$ cat config.mk
export PLATFORM = sky130hd
export DESIGN_NAME = fsm_seq
export DESIGN_NICKNAME = d
export VERILOG_FILES = /design/src/rtl/fsm_seq_pkg.sv /design/src/rtl/fsm_seq_cnt.sv /design/src/rtl/fsm_seq.sv
export SDC_FILE = /design/constraint.sdc
export NUM_CORES = 1
export LEC_CHECK = 0
export ABC_AREA = 1
export CAP_MARGIN = 5
export CORE_MARGIN = 4
export CORE_UTILIZATION = 52
export CTS_BUF_LIST = sky130_fd_sc_hd__clkbuf_2
export DETAILED_ROUTE_END_ITERATION = 7
export PLACE_DENSITY = 0.8
export SKIP_CTS_REPAIR_TIMING = 1
export SLEW_MARGIN = 0
export SYNTH_ARGS = -nofsm -noshare
export SYNTH_HDL_FRONTEND = slang
export SYNTH_HIERARCHICAL = 1
export SYNTH_SLANG_ARGS = --single-unit
export TNS_END_PERCENT = 30
$ cat constraint.sdc
create_clock -name clk -period 2.6 [get_ports clk]
set_input_delay 0.52 -clock clk [delete_from_list [all_inputs] [get_ports clk]]
set_output_delay 0.52 -clock clk [all_outputs]
set_load 0.03 [all_outputs]
$ cat src/rtl/fsm_seq_pkg.sv
// Shared definitions for the fsm_seq control sequencer: the 2-bit state
// encoding, which is also exported on the debug state port.
package fsm_seq_pkg;

   typedef enum logic [1:0] {
      ST_IDLE = 2'd0,
      ST_RUN  = 2'd1,
      ST_GAP  = 2'd2,
      ST_DONE = 2'd3
   } state_t;

endpackage

$ cat src/rtl/fsm_seq_cnt.sv
// Loadable up-counter with synchronous clear, count enable and a
// terminal-count flag; used for both the phase and repetition counters.
module fsm_seq_cnt #(
   parameter int W = 8
) (
   input  logic         clk,
   input  logic         rst,
   input  logic         clr,
   input  logic         load,
   input  logic [W-1:0] d,
   input  logic         en,
   input  logic [W-1:0] term,
   output logic [W-1:0] q,
   output logic         tc
);

   // NOTE: sequential state is assigned with <= so every flop samples the
   // pre-edge values, independent of statement order.
   always_ff @(posedge clk) begin
      if (!rst)      q <= '0;
      else if (clr)  q <= '0;
      else if (load) q <= d;
      else if (en)   q <= q + W'(1);
   end

   assign tc = (q == term);

endmodule

$ cat src/rtl/fsm_seq.sv
// Start/done sequencer: len-cycle busy phase repeated reps times, abortable.
// Build option FSM_SEQ_GAP_EN compiles in GAP_CYC idle cycles between reps.
module fsm_seq
   import fsm_seq_pkg::*;
#(
   parameter int LEN_W   = 8,
   parameter int REP_W   = 4,
   parameter int GAP_CYC = 2
) (
   input  logic             clk,
   input  logic             rst,
   input  logic             start,
   input  logic             abort,
   input  logic [LEN_W-1:0] len,
   input  logic [REP_W-1:0] reps,
   output logic             busy,
   output logic             done,
   output logic             aborted,
   output logic [LEN_W-1:0] phase_cnt,
   output logic [REP_W-1:0] rep_cnt,
   output logic [1:0]       state
);

`ifdef FSM_SEQ_GAP_EN
   localparam bit               GAP_ON   = (GAP_CYC > 0);
   localparam logic [LEN_W-1:0] GAP_TERM = LEN_W'(GAP_CYC - 1);
`else
   // Gaps are compiled out; GAP_CYC cannot enable them in this build.
   localparam bit GAP_ON = 1'b0 && (GAP_CYC > 0);
`endif

   state_t           state_q, state_d;
   logic [LEN_W-1:0] len_q, phase_term;
   logic [REP_W-1:0] reps_q, rep_term;
   logic             busy_q, done_q, aborted_q, aborted_d, accept;
   logic             phase_clr, phase_en, phase_tc;
   logic             rep_clr, rep_en, rep_tc;

`ifdef FSM_SEQ_GAP_EN
   assign phase_term = (state_q == ST_GAP) ? GAP_TERM : len_q - LEN_W'(1);
`else
   assign phase_term = len_q - LEN_W'(1);
`endif
   assign rep_term = reps_q - REP_W'(1);

   fsm_seq_cnt #(.W(LEN_W)) u_phase (
      .clk(clk), .rst(rst), .clr(phase_clr), .load(1'b0), .d('0),
      .en(phase_en), .term(phase_term), .q(phase_cnt), .tc(phase_tc)
   );

   fsm_seq_cnt #(.W(REP_W)) u_rep (
      .clk(clk), .rst(rst), .clr(rep_clr), .load(1'b0), .d('0),
      .en(rep_en), .term(rep_term), .q(rep_cnt), .tc(rep_tc)
   );

   // NOTE: every signal driven here gets a default first, so no path can
   // leave one unassigned and infer a latch.
   always_comb begin
      state_d   = state_q;
      accept    = 1'b0;
      aborted_d = 1'b0;
      phase_clr = 1'b0;
      phase_en  = 1'b0;
      rep_clr   = 1'b0;
      rep_en    = 1'b0;
      case (state_q)
         ST_IDLE: begin
            if (start) begin
               accept    = 1'b1;
               phase_clr = 1'b1;
               rep_clr   = 1'b1;
               state_d   = (len == '0 || reps == '0) ? ST_DONE : ST_RUN;
            end
         end
         ST_RUN: begin
            if (abort) begin
               state_d   = ST_IDLE;
               aborted_d = 1'b1;
               phase_clr = 1'b1;
               rep_clr   = 1'b1;
            end else if (phase_tc) begin
               if (rep_tc) begin
                  state_d   = ST_DONE;
                  phase_clr = 1'b1;
                  rep_clr   = 1'b1;
               end else begin
                  rep_en    = 1'b1;
                  phase_clr = 1'b1;
                  state_d   = GAP_ON ? ST_GAP : ST_RUN;
               end
            end else begin
               phase_en = 1'b1;
            end
         end
`ifdef FSM_SEQ_GAP_EN
         ST_GAP: begin
            if (abort) begin
               state_d   = ST_IDLE;
               aborted_d = 1'b1;
               phase_clr = 1'b1;
               rep_clr   = 1'b1;
            end else if (phase_tc) begin
               phase_clr = 1'b1;
               state_d   = ST_RUN;
            end else begin
               phase_en = 1'b1;
            end
         end
`endif
         ST_DONE: state_d = ST_IDLE;
         default: state_d = ST_IDLE;
      endcase
   end

   // Flags are registered from the next state so they line up with state.
   always_ff @(posedge clk) begin
      if (!rst) begin
         state_q   <= ST_IDLE;
         len_q     <= '0;
         reps_q    <= '0;
         busy_q    <= 1'b0;
         done_q    <= 1'b0;
         aborted_q <= 1'b0;
      end else begin
         state_q <= state_d;
         if (accept) begin
            len_q  <= len;
            reps_q <= reps;
         end
         busy_q    <= (state_d == ST_RUN) || (state_d == ST_GAP);
         done_q    <= (state_d == ST_DONE);
         aborted_q <= aborted_d;
      end
   end

   assign busy    = busy_q;
   assign done    = done_q;
   assign aborted = aborted_q;
   assign state   = state_q;

endmodule

After elaboration in Yosys (flattened, before gate mapping):

Cells that the tools add are included.

* bitwise logic cells: 1
* $add $sub $neg: 4
* mux-type cells: 23
* reductions and logical operators: 8
* equality and inequality tests: 6

Operators by type and width (count)
* two-way mux 1 bit: 15
* two-way mux 2 bit: 5
* adder 8 x 1 -> 8 bit (second input constant): 1
* equality test 8 bit: 1
* zero test 8 bit: 1
* subtractor 8 x 1 -> 8 bit (second input constant): 1
* adder 4 x 1 -> 4 bit (second input constant): 1
* equality test 2 x 1 -> 1 bit (second input constant): 2
* equality test 2 bit (second input constant): 2
* equality test 4 bit: 1
* zero test 4 bit: 1
* one-hot mux 1 bit (2 select lines): 2
* one-hot mux 2 bit (2 select lines): 1
* OR reduction 2 bit: 2
* subtractor 4 x 1 -> 4 bit (second input constant): 1
* zero test 2 bit: 1
* logical OR 1 bit: 2
* AND reduction 2 bit: 1
* NOT 1 bit: 1

* bits in registers: 29
* word-level logic and storage cells: 50
* output and inout port bits: 17

Logic depth before layout (Yosys ltp):

* word-level depth: 8
* depth in mapped cells: 17
* gate-level depth less buffers: 17

Hierarchy:

Netlist, hierarchy kept.

Modules (own cells, without submodules)
* fsm_seq: sequential area each 340.3 um^2, cells an instance 118, times used 1, area each 867.1 um^2
* fsm_seq_cnt at u_phase: sequential area each 160.2 um^2, cells an instance 88, times used 1, area each 610.6 um^2
* fsm_seq_cnt at u_rep: sequential area each 80.1 um^2, cells an instance 42, times used 1, area each 279.0 um^2

Least setup slack after synthesis:

Ideal clock, no wire load.

* kind: reg2reg
* start point: register len_q[0]
* end point: register u_rep.q[3]
* arrival time: 2121 ps
* path buffers: 0
* required time: 2530 ps
* setup time: 70 ps
* slack: 409 ps
* cell stages (with the launch flop): 16
* cells stage by stage: dfxtp_1 -> inv_1 -> ha_1 -> nand2_2 -> nor3_2 -> xor2_1 -> xor2_1 -> nor2_1 -> nand2_1 -> nor3_1 -> nand2_1 -> nor2_1 -> inv_1 -> nor2_1 -> nand3_1 -> a21oi_1

* elaborated cells on any way between the ends: 9
* classes of those cells: add/sub (1); eq/ne (1); mux (6); reduce/logical (1)

RTL lines
* start, declared: RTL line fsm_seq.sv:33 `logic [LEN_W-1:0] len_q, phase_term;`
* start signal, assigned: RTL line fsm_seq.sv:127 `len_q <= len;`
* subtractor 8 x 1 -> 8 bit: RTL line fsm_seq.sv:42 `assign phase_term = len_q - LEN_W'(1);`
* net phase_term[0]: RTL line fsm_seq.sv:33
* equality test 8 bit: RTL line fsm_seq_cnt.sv:26 `assign tc = (q == term);`
* net phase_tc: RTL line fsm_seq.sv:36 `logic phase_clr, phase_en, phase_tc;`
* two-way mux 1 bit: RTL line fsm_seq.sv:81 `end else if (phase_tc) begin`
* two-way mux 1 bit: RTL line fsm_seq.sv:76 `if (abort) begin`
* two-way mux 1 bit: RTL line fsm_seq.sv:66 `case (state_q)`
* net rep_en: RTL line fsm_seq.sv:37 `logic rep_clr, rep_en, rep_tc;`
* end signal, assigned: RTL line fsm_seq_cnt.sv:23 `else if (en) q <= q + W'(1);`
* end, declared: RTL line fsm_seq_cnt.sv:13 `output logic [W-1:0] q,`

The timed path passes the listed nets, and every way through them passes these cells.
A chain may end at the register's enable or synchronous reset.

Worst setup path after layout:

Ends and elaborated chain as after synthesis.

==> results.py <==
metrics = {
    "floorplan": {
        "die_w_um": 66.1,
        "dieHeight_um": 66.1,
        "core_area_sq_um": 3150,
        "initial_core_util_pct": 55.7,
        "rows": 20,
        "die_area_sq_um": 4370,
        "io_pins": 33,
    },
    "detailed_routing": {
        "drt-initial-drc-count": 73,
        "wl_mm": 3.91,
        "wl_per_cell_um": 11.3,
        "ant_nets": 0,
        "viasPerCell": 4.84,
        "dr_total_vias": 1679,
        "drc_errors": 0,
        "firstDrtPassIters": 4,
    },
    "sta": {
        "skew_ns": 0.00869,
        "finalCritPeriodShare_pct": 92.5,
        "fmax_ghz": 0.416,
        "fin_crit_ns": 2.41,
        "hold_violations": 0,
        "setup_violations": 0,
        "drv_slew": 0,
        "setup_slack_ns": 0.195,
        "fin_setup_tns_ns": 0,
        "whs_ns": 0.493,
    },
    "logic_synthesis": {
        "synth_cell_types": 32,
        "yosysSeqAreaShare_pct": 33.0,
        "avgSynthCellArea_sq_um": 7.08,
        "syn_inst": 248,
        "synth.cell_area_sq_um": 1760,
        "ys_warn_count": 6,
        "postSynthRegisterBits": 29,
    },
    "pwr": {
        "power_leakage_uw": 0.000989,
        "power_density_nw_per_um2": 452,
        "ir_worst_vdd_v": 0.000339,
    },
    "cts": {
        "cts-htree-levels": 2,
        "cts_tree": "yes",
        "clk_path_buf_depth": 2,
        "cts.clk_slew.worst_paths_ns": 0.15,
        "root_buffer": "clkbuf_2",
        "cts_made_buffers": 5,
        "clkLatencyLatePin_ns": 0.37,
        "cts.sinks": 29,
    },
    "critical_path": {
        "cp.required_ns": 2.92,
        "arrival_ns": 2.72,
        "max_stage_delay_ns": 0.33,
        "slowest_stage": "dfxtp_1",
        "cp_cell_sequence": "inv_1 -> ha_1 -> nand2_2 -> nor3_2 -> xor2_1 -> xor2_1 -> nor2_1 -> nand2_1 -> nor3_4 -> nand2_1 -> nor2_1 -> inv_1 -> nor2_1 -> nand3_1 -> a21oi_1",
        "endpoint_kind": "register",
        "critPathTopFamily": "simple AND/OR/NAND/NOR gates",
        "worstSetupPathType": "register to register",
        "crit_fanout": 6,
        "critPathBufInv": 2,
        "worst_setup_path_start_kind": "register",
        "crit_path_frequent_cell": "nor2_1",
    },
    "global_route": {
        "grtUsageTotal_pct": 20.1,
        "antenna_found_initial": 0,
        "grt.overflow.total": 0,
        "grt_pass1_vias": 1604,
        "grt_max_degree": 24,
        "grt_pass1_wl_mm": 6.80,
    },
    "run_status": {
        "status": "finished clean",
    },
    "place": {
        "dp_cells": 339,
        "place_ws_ns": 0.102,
        "dpl.hpwl_mm": 2.96,
        "gp_congestion": 0.786,
        "portBuffers": 32,
    },
    "hold_path": {
        "min_path_type": "register to register",
    },
    "finish": {
        "layout_common_cells": "46 x nand2_1, 32 x nor2_1, 32 x clkdlybuf4s50_1",
        "antenna_cells": 0,
        "fin_nets": 323,
        "area.growth.synth_to_final_pct": 26.7,
        "mostFrequentLayoutCell": "nand2_1",
        "layoutNonFillerInstCount": 347,
        "layout.core_utilization_pct": 70.6,
        "drive_gt1_share_pct": 9.90,
    },
    "job": {
        "maxCapViolCount": 0,
    },
}
[worst register-to-register path, stage by stage (launching register included)]
cell and delay, ns:
dfxtp_1 0.33, inv_1 0.13, ha_1 0.22, nand2_2 0.08, nor3_2 0.13, xor2_1 0.21
xor2_1 0.09, nor2_1 0.11, nand2_1 0.11, nor3_4 0.21, nand2_1 0.08, nor2_1 0.15
inv_1 0.07, nor2_1 0.19, nand3_1 0.11, a21oi_1 0.13
[Yosys cell counts]
cell	number	area share, %
o21ai_0	15	4.3
a21oi_1	15	4.3
a21oi_2	1	0.50
o22ai_1	1	0.36
nand3_2	2	1.1
buf_4	1	0.43
o21bai_1	2	0.85
nand2_1	46	9.8
dfxtp_1	29	33
o211ai_1	2	0.85
xnor2_1	7	3.5
nor3_2	1	0.57
nor3_1	4	1.1
conb_1	1	0.21
a21boi_0	2	0.85
nor2_1	32	6.8
buf_6	1	0.64
nand3_1	12	3.4
nand4_1	1	0.36
o21ai_1	1	0.28
buf_2	3	0.85
nor2_4	1	0.64
inv_2	5	1.1
nand3_4	1	1.0
nor2_2	7	2.5
nand2_2	3	1.1
inv_1	27	5.8
ha_1	5	3.6
a31oi_1	1	0.36
nor2_8	1	1.1
xor2_1	14	7.0
a22oi_1	4	1.7
[final timing paths]
| check | from | end | slack [ns] | depth (start not counted) |
|---|---|---|---|---|
| worst min register to register | reps_q[1]$_SDFFE_PN0P_ | reps_q[1]$_SDFFE_PN0P_ | 0.49 | 2 |
| worst max-delay path | len_q[0]$_SDFFE_PN0P_ | u_rep/q[3]$_SDFFE_PP0P_ | 0.19 | 15 |
| worst max register to register | len_q[0]$_SDFFE_PN0P_ | u_rep/q[3]$_SDFFE_PP0P_ | 0.19 | 15 |
| worst min-delay path | reps_q[1]$_SDFFE_PN0P_ | reps_q[1]$_SDFFE_PN0P_ | 0.49 | 2 |
[through the flow]
step	cell area, sq um	total power [uW]
global placement	2180	778
CTS	2210	1000
floorplan	1830	704
detailed placement	2180	784
global route	2230	1070
finish	2230	1010
[metal layers]
| layer | vias to the layer above | part of all wire, % | wire length (um) | GRT usage (%) |
|---|---|---|---|---|
| met3 | 7 | 3.3 | 127 | 4.08 |
| met1 | 759 | 45 | 1750 | 23.3 |
| met4 | 0 | 1.6 | 64 | 8.38 |
| met2 | 31 | 50 | 1960 | 35.4 |
| li1 | 882 | - | - | - |
| met5 | - | 0 | 0 | 0 |
[cell type report]
type	count	area, sq um
flip-flops and latches	29	581
clock inverters	3	12.5
repair buffers	33	328
multi-input cells	201	1100
clock buffers	5	25.0
well taps	44	55.1
inverters	32	120
fillers	297	927
[flip-flops by register name, indices dropped and copies added, names as in the netlist]
register and flops:
len_q 8, state 2, u_phase/q 8, busy 1
u_rep/q 4, done 1, aborted 1, reps_q 4
[where the power goes]
group	internal, uW	switching [uW]
clock network	58.6	163
registers	472	31.0
logic	121	161
total	652	355
[cells by family (layout without fill, tap and decap cells)]
group / count (synthesis) / count (layout) / share of synthesized area, %
fa+ha+maj: 5 / 5 / 3.56
flops: 29 / 29 / 33.0
simple gates: 111 / 111 / 29.6
compound gates: 44 / 44 / 14.3
xor+xnor: 21 / 21 / 10.5
buf+inv: 37 / 73 / 8.76
other cells: 1 / 20 / 0.213
No activity file was read; power rests on OpenSTA's default activity.
